--- src/rtl/bus_addr_decoder.sv ---
// Registered bus address decoder: selects one of NUM_SLV slaves by an address field,
// runs the request/response handshake and reports unmapped, disabled or timed-out accesses.
module bus_addr_decoder #(
  parameter int unsigned NUM_SLV = 6,
  parameter int unsigned ADDR_W  = 32,
  parameter int unsigned DATA_W  = 32,
  parameter int unsigned SEL_MSB = 31,
  parameter int unsigned SEL_LSB = 28,
  parameter logic [NUM_SLV*(SEL_MSB-SEL_LSB+1)-1:0] SLV_IDS =
    {4'h9, 4'h8, 4'h6, 4'h5, 4'h4, 4'h3},
  parameter int unsigned TIMEOUT = 255
) (
  input  logic                      clk,
  input  logic                      rst,
  input  logic                      m_valid,
  output logic                      m_ready,
  input  logic [ADDR_W-1:0]         m_addr,
  input  logic [NUM_SLV-1:0]        slv_en,
  output logic [NUM_SLV-1:0]        s_valid,
  input  logic [NUM_SLV-1:0]        s_ready,
  input  logic [NUM_SLV-1:0]        s_resp_valid,
  input  logic [NUM_SLV*DATA_W-1:0] s_rdata,
  output logic                      m_resp_valid,
  output logic [DATA_W-1:0]         m_rdata,
  output logic                      m_err,
  output logic [ADDR_W-1:0]         err_addr,
  output logic [7:0]                err_cnt
);

  localparam int unsigned FW = SEL_MSB - SEL_LSB + 1;
  localparam int unsigned SW = (NUM_SLV > 1) ? $clog2(NUM_SLV) : 1;
  localparam int unsigned TW = (TIMEOUT > 1) ? $clog2(TIMEOUT) : 1;
  localparam logic [TW-1:0] T_LAST = TW'((TIMEOUT == 0) ? 0 : TIMEOUT - 1);

  typedef enum logic [1:0] {IDLE, REQ, RESP, ERR} state_t;

  state_t            state;
  logic [ADDR_W-1:0] addr_q;
  logic [SW-1:0]     sel_q;
  logic [TW-1:0]     timer;

  logic [FW-1:0]     field;
  logic [SW-1:0]     hit_idx;
  logic              hit_any;
  logic              sel_ready;
  logic              sel_resp;
  logic              resp_hit;
  logic              expire;
  logic [DATA_W-1:0] sel_rdata;

  // Priority decode of the incoming address; the lowest matching enabled slave wins
  always_comb begin
    field   = m_addr[SEL_MSB:SEL_LSB];
    hit_idx = '0;
    hit_any = 1'b0;
    for (int i = int'(NUM_SLV) - 1; i >= 0; i--) begin
      if (slv_en[i] && (field == SLV_IDS[i*FW +: FW])) begin
        hit_idx = SW'(i);
        hit_any = 1'b1;
      end
    end
  end

  always_comb begin
    sel_ready = s_ready[sel_q];
    sel_resp  = s_resp_valid[sel_q];
    sel_rdata = s_rdata[DATA_W*int'(sel_q) +: DATA_W];
    resp_hit  = ((state == RESP) && sel_resp) ||
                ((state == REQ) && sel_ready && sel_resp);
    expire    = (TIMEOUT != 0) && (timer == T_LAST);
  end

  always_ff @(posedge clk or posedge rst) begin
    if (rst) begin
      state        <= IDLE;
      m_ready      <= 1'b0;
      s_valid      <= '0;
      m_resp_valid <= 1'b0;
      m_rdata      <= '0;
      m_err        <= 1'b0;
      err_addr     <= '0;
      err_cnt      <= '0;
      addr_q       <= '0;
      sel_q        <= '0;
      timer        <= '0;
    end else begin
      m_resp_valid <= 1'b0;
      case (state)
        IDLE: begin
          if (m_valid && m_ready) begin
            addr_q  <= m_addr;
            m_ready <= 1'b0;
            timer   <= '0;
            if (hit_any) begin
              sel_q   <= hit_idx;
              s_valid <= NUM_SLV'(1) << hit_idx;
              state   <= REQ;
            end else begin
              state <= ERR;
            end
          end else begin
            m_ready <= 1'b1;
          end
        end
        REQ, RESP: begin
          timer <= timer + TW'(1);
          // A response arriving on the expiry cycle still completes normally
          if (resp_hit) begin
            s_valid      <= '0;
            m_resp_valid <= 1'b1;
            m_rdata      <= sel_rdata;
            m_err        <= 1'b0;
            m_ready      <= 1'b1;
            state        <= IDLE;
          end else if (expire) begin
            s_valid <= '0;
            state   <= ERR;
          end else if ((state == REQ) && sel_ready) begin
            s_valid <= '0;
            state   <= RESP;
          end
        end
        ERR: begin
          m_resp_valid <= 1'b1;
          m_rdata      <= '0;
          m_err        <= 1'b1;
          err_addr     <= addr_q;
          if (err_cnt != 8'hFF) err_cnt <= err_cnt + 8'd1;
          m_ready      <= 1'b1;
          state        <= IDLE;
        end
        default: state <= IDLE;
      endcase
    end
  end

endmodule
--- config.mk ---
export PLATFORM = sky130hd
export DESIGN_NAME = bus_addr_decoder
export DESIGN_NICKNAME = d
export VERILOG_FILES = /design/src/rtl/bus_addr_decoder.sv
export SDC_FILE = /design/constraint.sdc
export NUM_CORES = 1
export LEC_CHECK = 0
export ABC_AREA = 1
export BUFFER_PORTS_ARGS = -buffer_cell sky130_fd_sc_hd__buf_4
export CAP_MARGIN = 20
export CORE_MARGIN = 4
export CORE_UTILIZATION = 48
export CTS_CLUSTER_SIZE = 8
export DETAILED_ROUTE_END_ITERATION = 8
export PLACE_DENSITY = 0.82
export SYNTH_ARGS = -nofsm -noshare
export SYNTH_HDL_FRONTEND = slang
export SYNTH_SLANG_ARGS = --single-unit
--- constraint.sdc ---
create_clock -name clk -period 5.5 [get_ports clk]
set_clock_uncertainty 0.15 [all_clocks]
set_input_delay 0.55 -clock clk [delete_from_list [all_inputs] [get_ports clk]]
set_output_delay 0.55 -clock clk [all_outputs]
set_load 0.02 [all_outputs]
==> results.yml <==
floorplanning:
  coreArea_um2: 14100
  die_w_um: 129
  die-area_um2: 16600
  initial_core_util_pct: 49.8
  die_y_um: 129
  pin_count: 326
  rows: 43
global_routing:
  overflow: 0
  grt_max_degree: 90
  grt_antenna_before_repair: 0
  grt_pass1_wl_um: 38500
  grt.total_usage_pct: 29.8
  grt_pass1_vias: 7325
synth:
  yosysWarnings: 0
  synthTopCellsByArea: "dfrtp_1 (45%), nand2_1 (24%), nand3_1 (8.4%)"
  synth_xor_area_share_pct: 0.748
  synth_fp_nets: 1238
  synth.cell_area_um2: 7030
  avgSynthCellArea_um2: 7.13
  synthMuxAreaShare_pct: 0
  synth_compound_area_share_pct: 8.83
  synth.distinct_cells: 36
  yosys.area.top_type: "dfrtp_1"
  syn_inst: 985
  synth_top_family_by_area: "simple AND/OR/NAND/NOR gates"
  yosysSeqAreaShare_pct: 44.9
  yosys.area_share.simple_pct: 38.0
  synth_seq_cells: 126
  post_synth_fa_ha_maj_area_fraction_pct: 1.42
  synth_top_area_share_pct: 44.9
placement:
  numPortBuffers: 325
  place_congestion: 0.958
  dp_hpwl_um: 19000
sta:
  maxSlewViolCount: 0
  maxSlewHeadroom_pct: 35.9
  whs_ns: 0.178
  hold_violations: 0
  worst_pin_slew_ns: 0.961
  period_minus_slack_ns: 3.02
  rsz0062_at_grt: "false"
  setup-tns-final_ns: 0
  setup_viol: 0
  final.period_utilization_pct: 54.9
  timing.fmax_mhz: 331
route:
  drtIter0Drc: 679
  postRouteAntennaNets: 0
  detail_route.first_pass.iterations: 6
  routed_via_density: 5.36
  wire_per_inst_um: 17.5
  drc: 0
  vias: 7879
  drt-total-wl_um: 25700
worst_setup_path:
  required_ns: 5.70
  cp_max_fo: 34
  critPathKind: "flop to flop"
  critPathCaptureType: "flop"
  arrival_ns: 3.21
  start_kind: "flop"
final_layout:
  area_growth_pct: 43.3
  final_nets: 1530
  n_antenna_cell: 0
  layout-drive-gt1-share_pct: 29.7
  fin_util_pct: 71.4
clock_tree:
  clk_path_buf_depth: 2
  h-tree-depth: 4
  clockRootBuffer: "clkbuf_16"
  cts_resized: 0
  cts-buffers-inserted: 17
  tritoncts: "done"
  cts_hold_buf: 0
  cts_sinks: 126
  post_cts_buffers: 0
  clock_latency_ns: 0.42
  clk_pin_slew_ns: 0.06
hold_path:
  hp-class: "primary input to flop"
power:
  ir_drop_v: 0.000411
  power_leakage_nw: 5.54
  p_per_area_nw_per_um2: 519
run:
  cap_violations: 0
status:
  status: "completed"
worst max-delay path, cell delays in order (launching register included):
cell and delay (ns):
dfrtp_1 0.77, inv_4 0.24, nor2_8 0.41, o211ai_2 0.15
nand2_1 0.13, nand2_1 0.07, nand2_2 0.07, nand2_4 0.07
nor2_4 0.58, nand3_1 0.16, nand2_1 0.13
state kept, by name, summed over array words and instances (netlist names):
name          count
s_valid           6
err_cnt           8
timer             8
addr_q           32
m_rdata          32
err_addr         32
state             2
m_ready           1
m_err             1
m_resp_valid      1
sel_q             3
metal layers:
layer | routed length [um] | track usage (%)
met3 | 2350 | 8.63
met5 | 0 | 0
met1 | 10000 | 37.3
met2 | 12500 | 49.4
met4 | 899 | 10.6
synth_stat cells:
| cell type | number |
|---|---|
| a21oi_1 | 7 |
| a31oi_1 | 18 |
| buf_1 | 6 |
| buf_2 | 10 |
| buf_4 | 6 |
| buf_6 | 3 |
| clkbuf_1 | 35 |
| dfrtp_1 | 126 |
| ha_1 | 8 |
| inv_1 | 36 |
| inv_2 | 2 |
| inv_4 | 1 |
| nand2_1 | 445 |
| nand2_2 | 2 |
| nand2_4 | 4 |
| nand3_1 | 118 |
| nand3_2 | 1 |
| nand4_1 | 7 |
| nor2_1 | 53 |
| nor2_2 | 1 |
| nor2_4 | 1 |
| nor2_8 | 1 |
| nor3_1 | 5 |
| nor3b_1 | 2 |
| o211ai_1 | 1 |
| o211ai_2 | 1 |
| o21a_1 | 3 |
| o21ai_0 | 45 |
| o21ai_1 | 10 |
| o22ai_1 | 1 |
| o2bb2ai_1 | 16 |
| o31a_1 | 1 |
| or2_0 | 1 |
| or2_2 | 2 |
| xnor2_1 | 4 |
| xor2_1 | 2 |
final timing paths:
check,to,start,slack (ns),cells past startpoint
setup / recovery,m_rdata[22]$_DFFE_PP0P_,sel_q[2]$_DFFE_PP0P_,2.48,10
hold / removal,addr_q[23]$_DFFE_PP0P_,m_addr[23],0.18,3
hold reg to reg,err_addr[8]$_DFFE_PP0P_,err_addr[8]$_DFFE_PP0P_,0.32,2
max in group asynchronous,m_rdata[13]$_DFFE_PP0P_,rst,3.78,3
setup reg to reg,m_rdata[22]$_DFFE_PP0P_,sel_q[2]$_DFFE_PP0P_,2.48,10
min in group asynchronous,err_addr[9]$_DFFE_PP0P_,rst,0.21,2
area by class of cell:
cell class / instances / area [um2]
clock buffer: 21 / 460
clock inverter: 11 / 133
fill: 1178 / 4030
inverter: 39 / 153
multi-input combinational: 760 / 3440
sequential: 126 / 3150
tap: 180 / 225
timing repair buffer: 333 / 2500
kinds of logic after synthesis:
group                    Yosys count
adder cells (fa/ha/maj)            8
buffers and inverters             99
AND/OR/NAND/NOR                  643
XOR/XNOR                           6
AO/OA/AOI/OAI                    103
flip-flops                       126
cells in the final DEF, fill, tap and decap left out, types with 3 or more instances in the layout:
master	n
inv_1	34
ha_1	8
dfrtp_1	125
o21ai_1	10
inv_6	3
nand4_1	7
o21ai_0	45
nor2_1	52
nand2_1	445
buf_4	333
a21oi_1	7
nand2_4	4
o2bb2ai_1	16
nor3_1	5
nand3_1	118
clkinv_4	3
clkbuf_16	17
o21a_1	3
a31oi_1	18
xnor2_1	4
power breakdown:
part | internal, W | switching [W] | leakage, nW | total [W]
Clock | 0.000696 | 0.000423 | 0.285 | 0.00112
Combinational | 0.000903 | 0.00171 | 3.62 | 0.00262
Sequential | 0.00125 | 0.000237 | 1.64 | 0.00149
per-stage QoR:
step                instances  area, um2  setup slack (ns)  total power [W]
detailed placement       1438       9480              2.55          0.00408
global route             1470      10100              2.26          0.00558
floorplan                 985       7030              1.44          0.00325
CTS                      1470      10100              2.52          0.00523
global placement         1438       9480              2.68          0.00404
finish                   1470      10100              2.48          0.00523
No activity file was read; power rests on OpenSTA's default activity.
